<file path="config.mk">
export PLATFORM = sky130hd
export DESIGN_NAME = remote_key_ctrl
export DESIGN_NICKNAME = d
export VERILOG_FILES = /design/src/rtl/remote_pkg.sv /design/src/rtl/key_evt_fifo.sv /design/src/rtl/remote_key_ctrl.sv
export SDC_FILE = /design/constraint.sdc
export NUM_CORES = 1
export LEC_CHECK = 0
export CAP_MARGIN = 40
export CORE_MARGIN = 5
export CORE_UTILIZATION = 55
export CTS_BUF_LIST = sky130_fd_sc_hd__clkbuf_2 sky130_fd_sc_hd__clkbuf_4 sky130_fd_sc_hd__clkbuf_8
export CTS_CLUSTER_SIZE = 40
export DETAILED_ROUTE_END_ITERATION = 12
export GPL_ROUTABILITY_DRIVEN = 1
export GPL_TIMING_DRIVEN = 0
export PLACE_DENSITY_LB_ADDON = 0.1
export SETUP_SLACK_MARGIN = 0.5
export SYNTH_ARGS = -nofsm -noshare
export SYNTH_HDL_FRONTEND = slang
export SYNTH_SLANG_ARGS = --single-unit
</file>
<file path="constraint.sdc">
create_clock -name sys_clk_i -period 5.4 [get_ports sys_clk_i]
set_clock_uncertainty 0.2 [all_clocks]
set_input_delay 1.08 -clock sys_clk_i [delete_from_list [all_inputs] [get_ports sys_clk_i]]
set_output_delay 1.08 -clock sys_clk_i [all_outputs]
set_load 0.01 [all_outputs]
</file>
<file path="src/rtl/remote_pkg.sv">
// Shared definitions for the remote key-event controller.
//   - key_type encodings carried on the consumer interface
//   - FSM state type for the key tracker
//   - event word layout: {type[1:0], code[7:0]} = 10 bits
package remote_pkg;

  localparam int unsigned KeyCodeW = 8;
  localparam int unsigned KeyTypeW = 2;
  localparam int unsigned KeyEvtW  = KeyTypeW + KeyCodeW;

  localparam logic [KeyTypeW-1:0] KEY_PRESS   = 2'd0;
  localparam logic [KeyTypeW-1:0] KEY_HOLD    = 2'd1;
  localparam logic [KeyTypeW-1:0] KEY_RELEASE = 2'd2;

  typedef enum logic [1:0] {
    StIdle,
    StPressed,
    StHeld,
    StSwap
  } key_state_e;

  function automatic logic [KeyEvtW-1:0] key_evt_pack(input logic [KeyTypeW-1:0] kind,
                                                      input logic [KeyCodeW-1:0] code);
    return {kind, code};
  endfunction

endpackage

</file>
<file path="src/rtl/key_evt_fifo.sv">
// Synchronous event FIFO with count-based full/empty.
// The head entry is presented on rd_data_o whenever valid_o is high; a write is
// only visible at the head from the following cycle (no bypass path).
// A write while full is dropped unless a read frees a slot in the same cycle;
// dropped writes set the sticky ovf_o, which clears only on reset.
// Ports:
//   clk_i, rst_ni   clock, asynchronous active-low reset
//   wr_en_i         push wr_data_i
//   rd_en_i         pop the head (ignored when empty)
//   rd_data_o       head entry
//   valid_o         FIFO not empty
//   ovf_o           sticky overflow flag
module key_evt_fifo #(
  parameter int unsigned Depth = 4,
  parameter int unsigned Width = 10
) (
  input  logic             clk_i,
  input  logic             rst_ni,
  input  logic             wr_en_i,
  input  logic [Width-1:0] wr_data_i,
  input  logic             rd_en_i,
  output logic [Width-1:0] rd_data_o,
  output logic             valid_o,
  output logic             ovf_o
);

  localparam int unsigned PtrW = (Depth > 1) ? $clog2(Depth) : 1;
  localparam int unsigned CntW = PtrW + 1;

  logic [Width-1:0] mem_q [Depth];
  logic [PtrW-1:0]  wr_ptr_q, wr_ptr_d;
  logic [PtrW-1:0]  rd_ptr_q, rd_ptr_d;
  logic [CntW-1:0]  count_q, count_d;
  logic             ovf_q, ovf_d;
  logic             full, empty, do_wr, do_rd;

  always_comb begin
    full     = (count_q == CntW'(Depth));
    empty    = (count_q == '0);
    do_rd    = rd_en_i && !empty;
    // A simultaneous read frees the slot, so a write into a full FIFO is accepted.
    do_wr    = wr_en_i && (!full || do_rd);
    wr_ptr_d = do_wr ? wr_ptr_q + PtrW'(1) : wr_ptr_q;
    rd_ptr_d = do_rd ? rd_ptr_q + PtrW'(1) : rd_ptr_q;
    count_d  = count_q;
    if (do_wr && !do_rd) begin
      count_d = count_q + CntW'(1);
    end else if (!do_wr && do_rd) begin
      count_d = count_q - CntW'(1);
    end
    ovf_d    = ovf_q | (wr_en_i & ~do_wr);
  end

  always_ff @(posedge clk_i or negedge rst_ni) begin
    if (!rst_ni) begin
      wr_ptr_q <= '0;
      rd_ptr_q <= '0;
      count_q  <= '0;
      ovf_q    <= 1'b0;
      for (int i = 0; i < int'(Depth); i++) begin
        mem_q[i] <= '0;
      end
    end else begin
      wr_ptr_q <= wr_ptr_d;
      rd_ptr_q <= rd_ptr_d;
      count_q  <= count_d;
      ovf_q    <= ovf_d;
      if (do_wr) begin
        mem_q[wr_ptr_q] <= wr_data_i;
      end
    end
  end

  assign rd_data_o = mem_q[rd_ptr_q];
  assign valid_o   = !empty;
  assign ovf_o     = ovf_q;

endmodule

</file>
<file path="src/rtl/remote_key_ctrl.sv">
// Key-event controller behind the NEC IR decoder.
// Turns data_en/repeat_en pulses plus the 8-bit key code into PRESS / HOLD / RELEASE
// events, buffers them in key_evt_fifo and hands them out over valid/ready.
// Build option: define REMOTE_HOLD_EN to enable the HELD state, HOLD events, the
// repeat counter and hold_led_o. Without it repeats only keep the key alive.
// Ports:
//   sys_clk_i, sys_rst_n_i   clock, asynchronous active-low reset
//   data_en_i, data_i        new decoded frame and its key code
//   repeat_en_i              NEC repeat frame
//   key_valid_o/key_ready_i  event handshake; key_code_o/key_type_o = head event
//   disp_data_o              last pressed code
//   hold_led_o               high while the key is in HELD
//   ovf_o                    sticky: an event was dropped on a full FIFO
module remote_key_ctrl
  import remote_pkg::*;
#(
  parameter int unsigned CLK_FREQ   = 50_000_000,
  parameter int unsigned RELEASE_MS = 120,
  parameter int unsigned HOLD_RPT   = 3,
  parameter int unsigned FIFO_DEPTH = 4
) (
  input  logic                sys_clk_i,
  input  logic                sys_rst_n_i,
  input  logic                data_en_i,
  input  logic [KeyCodeW-1:0] data_i,
  input  logic                repeat_en_i,
  output logic                key_valid_o,
  input  logic                key_ready_i,
  output logic [KeyCodeW-1:0] key_code_o,
  output logic [KeyTypeW-1:0] key_type_o,
  output logic [KeyCodeW-1:0] disp_data_o,
  output logic                hold_led_o,
  output logic                ovf_o
);

  localparam int unsigned Reload = CLK_FREQ / 1000 * RELEASE_MS;
  localparam int unsigned TimerW = $clog2(Reload + 1);

  key_state_e          state_q, state_d;
  logic [KeyCodeW-1:0] cur_code_q, cur_code_d;
  logic [KeyCodeW-1:0] disp_q, disp_d;
  logic [TimerW-1:0]   timer_q, timer_d;
  logic                evt_wr;
  logic [KeyEvtW-1:0]  evt_data;
  logic [KeyEvtW-1:0]  head;

`ifdef REMOTE_HOLD_EN
  localparam int unsigned RptW = (HOLD_RPT > 0) ? $clog2(HOLD_RPT + 1) : 1;
  logic [RptW-1:0] rpt_q, rpt_d, rpt_inc;
`endif

  always_comb begin
    state_d    = state_q;
    cur_code_d = cur_code_q;
    disp_d     = disp_q;
    // Free-running down-count; any reload below overrides it.
    timer_d    = (timer_q != '0) ? timer_q - TimerW'(1) : '0;
    evt_wr     = 1'b0;
    evt_data   = '0;
`ifdef REMOTE_HOLD_EN
    rpt_d      = rpt_q;
    rpt_inc    = (rpt_q == RptW'(HOLD_RPT)) ? rpt_q : rpt_q + RptW'(1);
`endif

    unique case (state_q)
      StIdle: begin
        // Orphan repeats are ignored here.
        if (data_en_i) begin
          evt_wr     = 1'b1;
          evt_data   = key_evt_pack(KEY_PRESS, data_i);
          cur_code_d = data_i;
          disp_d     = data_i;
          timer_d    = TimerW'(Reload);
`ifdef REMOTE_HOLD_EN
          rpt_d      = '0;
`endif
          state_d    = StPressed;
        end
      end

      StPressed, StHeld: begin
        if (data_en_i && (data_i != cur_code_q)) begin
          // New key: release the old one now, press the new one from StSwap.
          evt_wr     = 1'b1;
          evt_data   = key_evt_pack(KEY_RELEASE, cur_code_q);
          cur_code_d = data_i;
          state_d    = StSwap;
        end else if (data_en_i || repeat_en_i) begin
          // Same-code frame or repeat; takes priority over an expiring timer.
          timer_d = TimerW'(Reload);
`ifdef REMOTE_HOLD_EN
          rpt_d = rpt_inc;
          if (state_q == StHeld) begin
            evt_wr   = 1'b1;
            evt_data = key_evt_pack(KEY_HOLD, cur_code_q);
          end else if (rpt_inc == RptW'(HOLD_RPT)) begin
            evt_wr   = 1'b1;
            evt_data = key_evt_pack(KEY_HOLD, cur_code_q);
            state_d  = StHeld;
          end
`endif
        end else if (timer_q == TimerW'(1)) begin
          // Timer reaches zero at this edge: silence long enough, key released.
          evt_wr   = 1'b1;
          evt_data = key_evt_pack(KEY_RELEASE, cur_code_q);
          state_d  = StIdle;
        end
      end

      StSwap: begin
        // Single-cycle state; pulses arriving now are dropped.
        evt_wr   = 1'b1;
        evt_data = key_evt_pack(KEY_PRESS, cur_code_q);
        disp_d   = cur_code_q;
        timer_d  = TimerW'(Reload);
`ifdef REMOTE_HOLD_EN
        rpt_d    = '0;
`endif
        state_d  = StPressed;
      end

      default: state_d = StIdle;
    endcase
  end

  always_ff @(posedge sys_clk_i or negedge sys_rst_n_i) begin
    if (!sys_rst_n_i) begin
      state_q    <= StIdle;
      cur_code_q <= '0;
      disp_q     <= '0;
      timer_q    <= '0;
`ifdef REMOTE_HOLD_EN
      rpt_q      <= '0;
`endif
    end else begin
      state_q    <= state_d;
      cur_code_q <= cur_code_d;
      disp_q     <= disp_d;
      timer_q    <= timer_d;
`ifdef REMOTE_HOLD_EN
      rpt_q      <= rpt_d;
`endif
    end
  end

  key_evt_fifo #(
    .Depth (FIFO_DEPTH),
    .Width (KeyEvtW)
  ) u_fifo (
    .clk_i     (sys_clk_i),
    .rst_ni    (sys_rst_n_i),
    .wr_en_i   (evt_wr),
    .wr_data_i (evt_data),
    .rd_en_i   (key_ready_i),
    .rd_data_o (head),
    .valid_o   (key_valid_o),
    .ovf_o     (ovf_o)
  );

  assign key_code_o  = head[KeyCodeW-1:0];
  assign key_type_o  = head[KeyEvtW-1:KeyCodeW];
  assign disp_data_o = disp_q;

`ifdef REMOTE_HOLD_EN
  assign hold_led_o = (state_q == StHeld);
`else
  assign hold_led_o = 1'b0;
`endif

endmodule

</file>
==> results of run 1 <==
==> flip-flops by register name, summed over array words and instances (netlist names) <==
register / count
u_fifo.mem_q: 36
timer_q: 23
cur_code_q: 8
disp_data_o: 8
u_fifo.count_q: 3
state_q: 2
u_fifo.rd_ptr_q: 2
u_fifo.wr_ptr_q: 2
u_fifo.ovf_o: 1
==> worst max path at each step <==
stage,startpoint,end,slack [ns],depth (start not counted)
detailed placement,data_en_i,u_fifo.count_q[2],0.96,13
global route,data_en_i,u_fifo.count_q[2],1.20,13
floorplan,repeat_en_i,u_fifo.count_q[2],1.77,12
CTS,data_en_i,u_fifo.count_q[2],1.34,13
global placement,sys_rst_n_i,u_fifo.mem_q[3],-0.02,1
finish,data_en_i,u_fifo.count_q[2],1.32,13
==> per-stage QoR <==
stage	total power [mW]	std cells	util
finish	3.16	567	0.648
global route	3.39	567	0.648
CTS	3.19	567	0.648
detailed placement	2.63	552	0.618
global placement	2.58	550	0.614
floorplan	2.14	414	-
==> power by group through the flow <==
stage          Clock, mW  Sequential, mW  Combinational [mW]
5_1_grt            0.592            1.14                1.66
3_5_place_dp           0            1.11                1.52
2_1_floorplan          0            1.08                1.06
6_report           0.554            1.10                1.51
4_1_cts            0.565            1.10                1.53
3_3_place_gp           0            1.10                1.48
==> metal layers <==
metal	track usage	vias to the layer above
li1	-	1555
met1	0.271	1619
met2	0.331	47
met3	0.0269	15
met4	0.0767	0
met5	0	-
==> synth_stat cells, types with 2 or more instances <==
cell type	count
a21oi_1	34
mux2i_1	3
a31oi_1	8
o22ai_1	4
or4b_2	2
nor4_2	2
xnor2_1	22
mux2_1	32
ha_1	10
nand2b_1	8
clkbuf_1	10
nand3_1	11
nor4_1	4
buf_4	3
or4_4	2
o31ai_4	4
buf_6	2
buf_1	2
nor2_1	40
buf_2	3
o21ai_0	21
mux4_2	9
nand2_1	25
nor2b_1	4
dfrtp_1	85
mux2_2	10
or3_1	2
nor3_1	7
inv_1	8
nand4_1	4
or4_1	2
xor2_1	10
==> critical path: cells and delay by family <==
| family | cells | cell delay, ns |
|---|---|---|
| adder cells (fa/ha/maj) | 2 | 0.54 |
| XOR/XNOR | 2 | 0.34 |
| AND/OR/NAND/NOR | 4 | 1.08 |
| buffers and inverters | 4 | 0.87 |
| AO/OA/AOI/OAI | 1 | 0.25 |
==> logic make-up (layout without fill, tap and decap cells) <==
logic type	after synthesis	in the layout	share of synthesized area
AO/OA/AOI/OAI	81	81	0.115
XOR/XNOR	32	32	0.0613
adder cells (fa/ha/maj)	11	11	0.0317
buffers and inverters	29	77	0.0339
flip-flops	85	85	0.465
multiplexers	55	55	0.158
other	1	2	0.000820
AND/OR/NAND/NOR	119	119	0.135
==> placed cells by master (no fill, tap or decap), types with 2 or more instances in the layout <==
cell type        count
a21oi_1             34
a31oi_1              8
buf_1                2
buf_2                4
buf_4                4
buf_6                2
bufinv_16            3
clkbuf_1            10
clkbuf_8             9
clkdlybuf4s50_1     30
conb_1               2
dfrtp_1             85
ha_1                10
inv_1                8
inv_8                2
mux2_1              32
mux2_2              10
mux2i_1              3
mux4_2               9
nand2_1             25
nand2b_1             8
nand3_1             11
nand4_1              4
nor2_1              40
nor2b_1              4
nor3_1               7
nor4_1               4
nor4_2               2
o21ai_0             21
o22ai_1              4
o31ai_4              4
or3_1                2
or4_1                2
or4_4                2
or4b_2               2
xnor2_1             22
xor2_1              10
==> cell type report <==
type                            count  area share
Timing Repair Buffer               33      0.0643
Clock buffer                        9      0.0234
Buffer                             21      0.0236
Clock inverter                      6      0.0227
Multi-Input combinational cell    300       0.434
Tap cell                          105      0.0248
Sequential cell                    85       0.402
Inverter                            8     0.00567
==> impl_metrics.xml, run 1 <==
<?xml version="1.0" encoding="UTF-8"?>
<metrics>
  <group name="hold_path">
    <metric name="worst_hold_startpoint" unit="">u_fifo.mem_q[16]</metric>
    <metric name="min_path_cells" unit="">1</metric>
    <metric name="hp-class" unit="">register to register</metric>
    <metric name="hold_end" unit="">u_fifo.mem_q[16]</metric>
  </group>
  <group name="sta">
    <metric name="max_slew_margin" unit="">0.466</metric>
    <metric name="number_of_hold_slack_violations_in_the_final_timing_report" unit="">0</metric>
    <metric name="worstMarginPinSlew" unit="ns">0.801</metric>
    <metric name="final.hold.worst_slack" unit="ns">0.294</metric>
    <metric name="fmax" unit="MHz">245</metric>
    <metric name="finalWorstPathRequiredPeriod" unit="ns">4.08</metric>
    <metric name="finalCritPeriodShare" unit="">0.756</metric>
    <metric name="tns" unit="ns">0</metric>
    <metric name="finalSetupViolations" unit="">0</metric>
    <metric name="final.setup.worst_slack" unit="ns">1.32</metric>
    <metric name="setup_repair_after_global_routing_missed_its_margin" unit="">false</metric>
    <metric name="final_max_slew_viol_count" unit="">0</metric>
  </group>
  <group name="clocking">
    <metric name="post_cts_hold_buffer_count" unit="">0</metric>
    <metric name="cts.root.buffer_cell" unit="">clkbuf_8</metric>
    <metric name="cts.clk_slew.worst_paths" unit="ns">0.09</metric>
    <metric name="postCtsSetupRepairBufs" unit="">0</metric>
    <metric name="cts-buffers-inserted" unit="">9</metric>
    <metric name="clock-sinks" unit="">85</metric>
    <metric name="tritoncts_clock_tree" unit="">built</metric>
    <metric name="cts_buffer_depth" unit="">2</metric>
    <metric name="htree_num_levels" unit="">3</metric>
    <metric name="postCtsResizedCells" unit="">0</metric>
    <metric name="clk_lat_worst_skew" unit="ns">0.35</metric>
  </group>
  <group name="layout">
    <metric name="storage_cell_area" unit="mm²">0.00213</metric>
    <metric name="final_cell_area" unit="mm²">0.00530</metric>
    <metric name="final_net_count" unit="">482</metric>
    <metric name="nFillCells" unit="">656</metric>
    <metric name="antenna_cells" unit="">0</metric>
    <metric name="area_used_by_multi_input_combinational_logic" unit="mm²">0.00230</metric>
    <metric name="syn_to_final_growth" unit="%">15.7</metric>
    <metric name="post_route_cells_drive_above_1_share" unit="">0.141</metric>
  </group>
  <group name="routing">
    <metric name="dr.pass1.iters" unit="">4</metric>
    <metric name="via_count" unit="">3236</metric>
    <metric name="route.detailed.wl_per_inst" unit="µm">16.8</metric>
    <metric name="detailroute.wirelength.met2" unit="µm">4750</metric>
    <metric name="m1WireLength" unit="µm">4290</metric>
    <metric name="route.detailed.vias_per_inst" unit="">5.71</metric>
    <metric name="drc" unit="">0</metric>
    <metric name="dr_wl_met3" unit="µm">264</metric>
    <metric name="wl" unit="µm">9500</metric>
    <metric name="postRouteAntennaNets" unit="">0</metric>
    <metric name="dr.first_iter.drc_count" unit="">161</metric>
    <metric name="routed.top_layer" unit="">met4</metric>
  </group>
  <group name="pwr">
    <metric name="power.sequential.fraction" unit="">0.347</metric>
    <metric name="p_int" unit="mW">1.96</metric>
    <metric name="power.share.combinational" unit="">0.478</metric>
    <metric name="power_leakage" unit="nW">2.21</metric>
    <metric name="p_per_area" unit="mW/mm²">598</metric>
    <metric name="p_switching" unit="mW">1.20</metric>
    <metric name="power_frac_clock" unit="">0.175</metric>
    <metric name="max_rail_drop_vdd" unit="µV">265</metric>
    <metric name="netSwitchingFraction" unit="">0.380</metric>
  </group>
  <group name="grt">
    <metric name="grt_remaining_overflow" unit="">0</metric>
    <metric name="grt_overall_usage" unit="">0.201</metric>
    <metric name="global_route_wire_length_before_repair" unit="µm">16200</metric>
    <metric name="pin_count_of_the_biggest_net_entering_global_routing" unit="">48</metric>
    <metric name="grt_pass1_vias" unit="">3321</metric>
    <metric name="grt_antenna_before_repair" unit="">0</metric>
  </group>
  <group name="placement">
    <metric name="place.gp.congestion" unit="">0.886</metric>
    <metric name="total_half_perimeter_wirelength_after_legalization_and_detailed_placement" unit="µm">6930</metric>
    <metric name="placement.cell_area" unit="mm²">0.00505</metric>
    <metric name="numPortBuffers" unit="">31</metric>
    <metric name="place_ws" unit="ns">0.962</metric>
  </group>
  <group name="worst_setup_path">
    <metric name="start_kind" unit="">input pin</metric>
    <metric name="critical_path_top_delay_cell" unit="">or4b_2</metric>
    <metric name="rrSetupSlack" unit="ns">2.03</metric>
    <metric name="cpPeakStageDelay" unit="ns">0.72</metric>
    <metric name="timing.setup.critical_path_class" unit="">input pin to register</metric>
    <metric name="worstPathRequired" unit="ns">5.48</metric>
    <metric name="worstPathMaxFanout" unit="">10</metric>
    <metric name="critical_path.cell_chain" unit="">clkdlybuf4s50_1 -&gt; or4b_2 -&gt; nor3_4 -&gt; buf_6 -&gt; nand3_2 -&gt; a31o_2 -&gt; inv_1 -&gt; ha_1 -&gt; inv_1 -&gt; fa_1 -&gt; xor2_1 -&gt; nor2_1 -&gt; xor2_1</metric>
    <metric name="arrival_time_at_the_worst_endpoint" unit="ns">4.16</metric>
    <metric name="timing.rr.end" unit="">u_fifo.count_q[2]</metric>
    <metric name="r2r_start" unit="">timer_q[1]</metric>
    <metric name="crit_path_end_kind" unit="">register</metric>
    <metric name="rr_worst_depth" unit="">14</metric>
  </group>
  <group name="die">
    <metric name="pin_count" unit="">34</metric>
    <metric name="core" unit="mm²">0.00818</metric>
    <metric name="dieArea" unit="mm²">0.0102</metric>
    <metric name="chipHeight" unit="µm">101</metric>
    <metric name="initial_utilization" unit="">0.560</metric>
    <metric name="fp-row-count" unit="">33</metric>
    <metric name="die_width" unit="µm">101</metric>
  </group>
  <group name="flow_run">
    <metric name="max_cap_violations" unit="">0</metric>
  </group>
  <group name="synthesis">
    <metric name="synth_sequential_area_ratio" unit="">0.465</metric>
    <metric name="yosys_warnings" unit="">0</metric>
    <metric name="syn_inst" unit="">413</metric>
    <metric name="post_synth_instance_area" unit="mm²">0.00458</metric>
    <metric name="syn_area_per_cell" unit="µm²">11.1</metric>
    <metric name="synth_cell_type_count" unit="">52</metric>
    <metric name="netlist_top_cells_area" unit="">dfrtp_1 (46%), mux2_1 (7.9%), mux4_2 (4.4%)</metric>
    <metric name="synthArstFlopShare" unit="">1.00</metric>
    <metric name="netlist.area_leader.share" unit="">0.465</metric>
    <metric name="synth_enable_flop_cells" unit="">0</metric>
    <metric name="synth-main-ff-cell" unit="">dfrtp_1</metric>
    <metric name="yosys_reg_bits" unit="">85</metric>
    <metric name="yosys.area.top_type" unit="">dfrtp_1</metric>
  </group>
  <group name="status">
    <metric name="status" unit="">finished clean</metric>
  </group>
</metrics>
Power figures use the tool's default switching activity.
==> run 2: changes to the inputs <==
clock period = 3.8 ns   (was 5.4 ns; I/O delays follow)
==> run 2 against run 1 <==
Against the previous run: critical path depth shrank 3; clock-buffer cell count unchanged; critical endpoint is now u_fifo.count_q[1]; largest power group unchanged; final cell count increased by 1.1%; flip-flop and latch count is the same; sequential power grew 43%; power up 38%; routed wire length up 1.3%; largest cell class unchanged.
==> impl_metrics.xml, run 2 (synthesized netlist as in run 1, its figures left out) <==
<?xml version="1.0" encoding="UTF-8"?>
<metrics>
  <group name="grt">
    <metric name="pin_count_of_the_biggest_net_entering_global_routing" unit="">53</metric>
    <metric name="grt_overall_usage" unit="">0.204</metric>
    <metric name="global_route_wire_length_before_repair" unit="µm">16400</metric>
    <metric name="grt_pass1_vias" unit="">3268</metric>
    <metric name="grt_remaining_overflow" unit="">0</metric>
    <metric name="grt_antenna_before_repair" unit="">0</metric>
  </group>
  <group name="layout">
    <metric name="largest_register_ffs" unit="">36</metric>
    <metric name="syn_to_final_growth" unit="%">16.0</metric>
    <metric name="mostFrequentLayoutCells" unit="">dfrtp_1 (85), nor2_1 (40), a21oi_1 (34)</metric>
    <metric name="most_flop_heavy_register" unit="">u_fifo.mem_q</metric>
    <metric name="antenna_cells" unit="">0</metric>
    <metric name="commonest_non_fill_non_tap_cell_in_the_layout" unit="">dfrtp_1</metric>
    <metric name="biggestRegsByFlops" unit="">u_fifo.mem_q x36, timer_q x23</metric>
    <metric name="post_route_cells_drive_above_1_share" unit="">0.167</metric>
    <metric name="layoutNonFillerInstCount" unit="">573</metric>
    <metric name="final_net_count" unit="">487</metric>
  </group>
  <group name="clocking">
    <metric name="htree_num_levels" unit="">3</metric>
    <metric name="tritoncts_clock_tree" unit="">built</metric>
    <metric name="cts-buffers-inserted" unit="">9</metric>
    <metric name="cts.root.buffer_cell" unit="">clkbuf_8</metric>
    <metric name="cts_buffer_depth" unit="">2</metric>
    <metric name="clk_lat_worst_skew" unit="ns">0.37</metric>
    <metric name="cts.clk_slew.worst_paths" unit="ns">0.10</metric>
    <metric name="clock-sinks" unit="">85</metric>
  </group>
  <group name="pwr">
    <metric name="power_leakage" unit="nW">2.23</metric>
    <metric name="p_int" unit="mW">2.63</metric>
    <metric name="power_frac_clock" unit="">0.144</metric>
    <metric name="max_rail_drop_vdd" unit="µV">378</metric>
    <metric name="p_switching" unit="mW">1.75</metric>
    <metric name="p_per_area" unit="mW/mm²">825</metric>
    <metric name="netSwitchingFraction" unit="">0.399</metric>
    <metric name="post-layout-total-power" unit="mW">4.38</metric>
    <metric name="power.share.combinational" unit="">0.498</metric>
    <metric name="power.sequential.fraction" unit="">0.358</metric>
  </group>
  <group name="routing">
    <metric name="route.detailed.vias_per_inst" unit="">5.68</metric>
    <metric name="via_count" unit="">3257</metric>
    <metric name="dr.pass1.iters" unit="">4</metric>
    <metric name="route.detailed.wl_per_inst" unit="µm">16.8</metric>
    <metric name="drc" unit="">0</metric>
    <metric name="postRouteAntennaNets" unit="">0</metric>
    <metric name="wl" unit="µm">9620</metric>
    <metric name="dr.first_iter.drc_count" unit="">137</metric>
  </group>
  <group name="status">
    <metric name="status" unit="">finished clean</metric>
  </group>
  <group name="worst_setup_path">
    <metric name="cpPeakStageDelay" unit="ns">0.55</metric>
    <metric name="path_buf_inv" unit="">3</metric>
    <metric name="worst-path-stages" unit="">10</metric>
    <metric name="r2r_start" unit="">timer_q[13]</metric>
    <metric name="cp_top_family" unit="">buffers and inverters</metric>
    <metric name="rr_worst_depth" unit="">13</metric>
    <metric name="cp_common_cell" unit="">inv_1</metric>
    <metric name="crit_path_end_kind" unit="">register</metric>
    <metric name="timing.rr.end" unit="">u_fifo.count_q[2]</metric>
    <metric name="worstPathMaxFanout" unit="">4</metric>
    <metric name="timing.setup.critical_path_class" unit="">input pin to register</metric>
    <metric name="start_kind" unit="">input pin</metric>
    <metric name="rrSetupSlack" unit="ns">0.69</metric>
    <metric name="worstPathRequired" unit="ns">3.85</metric>
    <metric name="critical_path.cell_chain" unit="">clkdlybuf4s50_1 -&gt; xnor2_1 -&gt; nand4_1 -&gt; o211ai_1 -&gt; a31o_4 -&gt; inv_1 -&gt; ha_2 -&gt; inv_1 -&gt; fa_2 -&gt; mux2_2</metric>
    <metric name="critical_path_top_delay_cell" unit="">clkdlybuf4s50_1</metric>
    <metric name="arrival_time_at_the_worst_endpoint" unit="ns">3.23</metric>
  </group>
  <group name="sta">
    <metric name="finalSetupViolations" unit="">0</metric>
    <metric name="finalWorstPathRequiredPeriod" unit="ns">3.18</metric>
    <metric name="setup_repair_after_global_routing_missed_its_margin" unit="">false</metric>
    <metric name="max_slew_margin" unit="">0.477</metric>
    <metric name="final_max_slew_viol_count" unit="">0</metric>
    <metric name="worstMarginPinSlew" unit="ns">0.783</metric>
    <metric name="final.hold.worst_slack" unit="ns">0.140</metric>
    <metric name="number_of_hold_slack_violations_in_the_final_timing_report" unit="">0</metric>
    <metric name="finalCritPeriodShare" unit="">0.837</metric>
    <metric name="tns" unit="ns">0</metric>
    <metric name="fmax" unit="MHz">314</metric>
  </group>
  <group name="placement">
    <metric name="numPortBuffers" unit="">31</metric>
    <metric name="placedCellCount" unit="">552</metric>
    <metric name="total_half_perimeter_wirelength_after_legalization_and_detailed_placement" unit="µm">6780</metric>
    <metric name="place.gp.congestion" unit="">0.837</metric>
  </group>
  <group name="die">
    <metric name="dieArea" unit="mm²">0.0102</metric>
    <metric name="die_width" unit="µm">101</metric>
    <metric name="chipHeight" unit="µm">101</metric>
    <metric name="pin_count" unit="">34</metric>
    <metric name="core" unit="mm²">0.00818</metric>
    <metric name="fp-row-count" unit="">33</metric>
    <metric name="initial_utilization" unit="">0.560</metric>
  </group>
  <group name="hold_path">
    <metric name="hp-class" unit="">input pin to async pin</metric>
  </group>
  <group name="flow_run">
    <metric name="max_cap_violations" unit="">0</metric>
  </group>
</metrics>
==> run 2: cell types whose count changed in the layout (fill, tap and decap cells not counted), moves of 2 or more <==
cell,before,now
buf_4,4,9
bufinv_16,3,0
clkbuf_2,0,2
clkdlybuf4s50_1,30,28
inv_6,0,2
==> run 2: how the worst max path moves through the flow <==
| stage | from | end | slack, ns |
|---|---|---|---|
| 6_report | data_i[6] | u_fifo.count_q[1] | 0.62 |
| 3_5_place_dp | data_en_i | u_fifo.count_q[2] | -0.19 |
| 5_1_grt | timer_q[13] | u_fifo.count_q[2] | 0.54 |
| 2_1_floorplan | repeat_en_i | u_fifo.count_q[2] | 0.57 |
| 4_1_cts | repeat_en_i | u_fifo.count_q[2] | 0.40 |
| 3_3_place_gp | sys_rst_n_i | disp_data_o[6] | -1.31 |
==> run 2: power groups by stage <==
stage	registers, mW	logic, mW	clock network [mW]
global route	1.62	2.42	0.685
finish	1.57	2.18	0.632
CTS	1.57	2.17	0.647
floorplan	1.53	1.51	0
detailed placement	1.58	2.16	0
global placement	1.56	2.09	0
==> run 2: worst register-to-register path: stages, from the launching register on <==
cell	delay, ns
dfrtp_1	0.43
or4_4	0.55
buf_6	0.15
nor3_4	0.20
buf_6	0.12
nand3_2	0.07
a31o_4	0.24
inv_1	0.06
ha_2	0.17
inv_1	0.05
fa_2	0.33
xor2_1	0.16
nor2_1	0.13
xor2_1	0.17
==> run 2: layout make-up <==
cell class / count / area [µm²]
clock inverters: 7 / 66.3
fillers: 654 / 2870
clock buffers: 9 / 124
well taps: 105 / 131
flip-flops and latches: 85 / 2130
plain buffers: 21 / 130
multi-input cells: 300 / 2320
repair buffers: 38 / 375
inverters: 8 / 30.0
==> run 2: metal layers <==
metal,vias to the layer above,track usage,routed length (µm)
met2,52,0.317,4410
li1,1568,-,-
met3,13,0.0269,292
met5,-,0,0
met1,1624,0.296,4770
met4,0,0.0675,147
==> run 2: per-stage QoR <==
| stage | setup slack (ns) | util | instance area (µm²) |
|---|---|---|---|
| after CTS | 0.399 | 0.642 | 5250 |
| after global placement | -1.31 | 0.615 | 5020 |
| after global routing | 0.537 | 0.649 | 5310 |
| after floorplan | 0.575 | - | 4580 |
| after detailed placement | -0.187 | 0.618 | 5050 |
| final | 0.619 | 0.649 | 5310 |
==> run 2: what timing repair did <==
item | CTS | global route
hold buffers | 0 | 0
setup buffers | 1 | 4
endpoints found under the setup margin | 10 | 2
gates resized for setup | 2 | 12
pin swaps | 1 | 3
==> run 3: changes to the inputs <==
clock period = 2.59 ns   (was 3.8 ns; I/O delays follow)
==> run 3 against run 2 <==
Against the previous run: first-iteration DRC count shrank 27%; sequential power is 52% higher; critical endpoint is now u_fifo.count_q[2]; the flow now finishes with violations (setup timing); clock power grew 45%; worst hold slack improved by 0.18 ns; final cell count grew 5.6%; via count up 5.7%; combinational power grew 97%; critical path type is now register to register; flip-flop and latch count stayed put; power rose by 73%; sequential share of layout area decreased by 4.8 points; die area unchanged; non-clock buffer count grew 32.
==> impl_metrics.xml, run 3 (synthesized netlist as in run 1, its figures left out) <==
<?xml version="1.0" encoding="UTF-8"?>
<metrics>
  <group name="placement">
    <metric name="numPortBuffers" unit="">31</metric>
    <metric name="place_ws" unit="ns">-1.07</metric>
    <metric name="total_half_perimeter_wirelength_after_legalization_and_detailed_placement" unit="µm">6820</metric>
    <metric name="place.gp.congestion" unit="">0.857</metric>
  </group>
  <group name="sta">
    <metric name="final_max_slew_viol_count" unit="">0</metric>
    <metric name="finalSetupViolations" unit="">10</metric>
    <metric name="setup_repair_after_global_routing_missed_its_margin" unit="">true</metric>
    <metric name="finalWorstPathRequiredPeriod" unit="ns">2.93</metric>
    <metric name="number_of_hold_slack_violations_in_the_final_timing_report" unit="">0</metric>
    <metric name="worstMarginPinSlew" unit="ns">0.666</metric>
    <metric name="finalCritPeriodShare" unit="">1.13</metric>
    <metric name="final.hold.worst_slack" unit="ns">0.317</metric>
    <metric name="fmax" unit="MHz">341</metric>
    <metric name="final.setup.worst_slack" unit="ns">-0.341</metric>
    <metric name="max_slew_margin" unit="">0.550</metric>
  </group>
  <group name="clocking">
    <metric name="cts.clk_slew.worst_paths" unit="ns">0.09</metric>
    <metric name="cts.root.buffer_cell" unit="">clkbuf_8</metric>
    <metric name="cts_buffer_depth" unit="">2</metric>
    <metric name="htree_num_levels" unit="">3</metric>
    <metric name="clk_lat_worst_skew" unit="ns">0.37</metric>
    <metric name="tritoncts_clock_tree" unit="">built</metric>
    <metric name="cts-buffers-inserted" unit="">9</metric>
    <metric name="clock-sinks" unit="">85</metric>
  </group>
  <group name="flow_run">
    <metric name="max_cap_violations" unit="">0</metric>
  </group>
  <group name="layout">
    <metric name="final_core_utilization" unit="">0.737</metric>
    <metric name="nFillCells" unit="">561</metric>
    <metric name="final_net_count" unit="">519</metric>
    <metric name="post_route_cells_drive_above_1_share" unit="">0.364</metric>
    <metric name="syn_to_final_growth" unit="%">31.7</metric>
    <metric name="antenna_cells" unit="">0</metric>
    <metric name="most_flop_heavy_register" unit="">u_fifo.mem_q</metric>
    <metric name="mostFrequentLayoutCells" unit="">dfrtp_1 (83), nor2_1 (40), mux2_4 (35)</metric>
    <metric name="largest_register_ffs" unit="">36</metric>
    <metric name="biggestRegsByFlops" unit="">u_fifo.mem_q x36, timer_q x23</metric>
    <metric name="commonest_non_fill_non_tap_cell_in_the_layout" unit="">dfrtp_1</metric>
  </group>
  <group name="hold_path">
    <metric name="hp-class" unit="">register to register</metric>
  </group>
  <group name="die">
    <metric name="core" unit="mm²">0.00818</metric>
    <metric name="dieArea" unit="mm²">0.0102</metric>
    <metric name="initial_utilization" unit="">0.560</metric>
    <metric name="pin_count" unit="">34</metric>
    <metric name="chipHeight" unit="µm">101</metric>
    <metric name="die_width" unit="µm">101</metric>
    <metric name="fp-row-count" unit="">33</metric>
  </group>
  <group name="status">
    <metric name="failed_checks" unit="">setup timing</metric>
    <metric name="status" unit="">finished with violations</metric>
  </group>
  <group name="worst_setup_path">
    <metric name="worstPathMaxFanout" unit="">2</metric>
    <metric name="cp_top_family" unit="">simple AND/OR/NAND/NOR gates</metric>
    <metric name="arrival_time_at_the_worst_endpoint" unit="ns">3.02</metric>
    <metric name="critical_path_top_delay_cell" unit="">or4_4</metric>
    <metric name="critical_path.cell_chain" unit="">or4_4 -&gt; buf_6 -&gt; nor3_4 -&gt; buf_6 -&gt; nand3_2 -&gt; a31o_4 -&gt; inv_2 -&gt; ha_4 -&gt; inv_2 -&gt; fa_2 -&gt; xor2_1 -&gt; nor2_1 -&gt; xor2_1</metric>
    <metric name="cpPeakStageDelay" unit="ns">0.53</metric>
    <metric name="crit_path_end_kind" unit="">register</metric>
    <metric name="start_kind" unit="">register</metric>
    <metric name="path_buf_inv" unit="">4</metric>
    <metric name="worstPathRequired" unit="ns">2.68</metric>
    <metric name="timing.setup.critical_path_class" unit="">register to register</metric>
  </group>
  <group name="routing">
    <metric name="via_count" unit="">3443</metric>
    <metric name="route.detailed.wl_per_inst" unit="µm">18.0</metric>
    <metric name="wl" unit="µm">10900</metric>
    <metric name="postRouteAntennaNets" unit="">0</metric>
    <metric name="dr.first_iter.drc_count" unit="">100</metric>
    <metric name="route.detailed.vias_per_inst" unit="">5.69</metric>
    <metric name="dr.pass1.iters" unit="">4</metric>
    <metric name="drc" unit="">0</metric>
  </group>
  <group name="grt">
    <metric name="pin_count_of_the_biggest_net_entering_global_routing" unit="">46</metric>
    <metric name="grt_antenna_before_repair" unit="">0</metric>
    <metric name="global_route_wire_length_before_repair" unit="µm">17800</metric>
    <metric name="grt_pass1_vias" unit="">3572</metric>
    <metric name="grt_overall_usage" unit="">0.220</metric>
    <metric name="grt_remaining_overflow" unit="">0</metric>
  </group>
  <group name="pwr">
    <metric name="max_rail_drop_vdd" unit="µV">704</metric>
    <metric name="post-layout-total-power" unit="mW">7.58</metric>
    <metric name="power_leakage" unit="nW">2.65</metric>
    <metric name="p_per_area" unit="mW/mm²">1260</metric>
  </group>
</metrics>
-- run 3: layer usage --
metal | wire (µm) | GRT usage | up-vias
li1 | - | - | 1633
met1 | 5020 | 0.312 | 1710
met2 | 5280 | 0.349 | 82
met3 | 435 | 0.0468 | 18
met4 | 151 | 0.0532 | 0
met5 | 0 | 0 | -
-- run 3: stage by stage --
stage          std cells  TNS [ns]  cell area [µm²]
2_1_floorplan        414    -0.687             4750
3_3_place_gp         550   -218.27             5190
3_5_place_dp         552    -26.36             5220
4_1_cts              592     -1.76             5800
5_1_grt              605     -3.68             6030
6_report             605     -1.65             6030
-- run 3: layout make-up --
type	instances	area (µm²)	area share
clock buffers	9	124	0.0206
repair buffers	70	706	0.117
multi-input cells	300	2660	0.442
plain buffers	21	179	0.0297
well taps	105	131	0.0218
clock inverters	7	63.8	0.0106
inverters	8	30.0	0.00498
flip-flops and latches	85	2130	0.353
-- run 3: final timing paths --
kind                       cells after the start             from           endpoint  slack, ns
min reg2reg                                    1  u_fifo.mem_q[0]    u_fifo.mem_q[0]       0.32
max reg2reg                                   13      timer_q[12]  u_fifo.count_q[2]      -0.34
max                                           13      timer_q[12]  u_fifo.count_q[2]      -0.34
min in group asynchronous                      2      sys_rst_n_i  u_fifo.count_q[1]       0.48
max in group asynchronous                      3      sys_rst_n_i   u_fifo.mem_q[15]       1.10
min                                            1  u_fifo.mem_q[0]    u_fifo.mem_q[0]       0.32
-- run 3: where the power goes --
| part | internal [mW] | leakage [nW] | switching [mW] | total, mW |
|---|---|---|---|---|
| logic | 2.36 | 1.51 | 1.93 | 4.29 |
| clock network | 0.372 | 0.0907 | 0.542 | 0.914 |
| registers | 1.89 | 1.04 | 0.489 | 2.38 |
| total | 4.62 | 2.65 | 2.96 | 7.58 |
-- run 3: what timing repair did --
item / 4_1_cts / 5_1_grt
hold buffers: 1 / 0
resized for setup: 67 / 32
pin swaps: 23 / 4
hold endpoints to repair: 40 / 0
endpoints found under the setup margin: 88 / 93
setup buffers: 21 / 13
gates cloned: 2 / 0
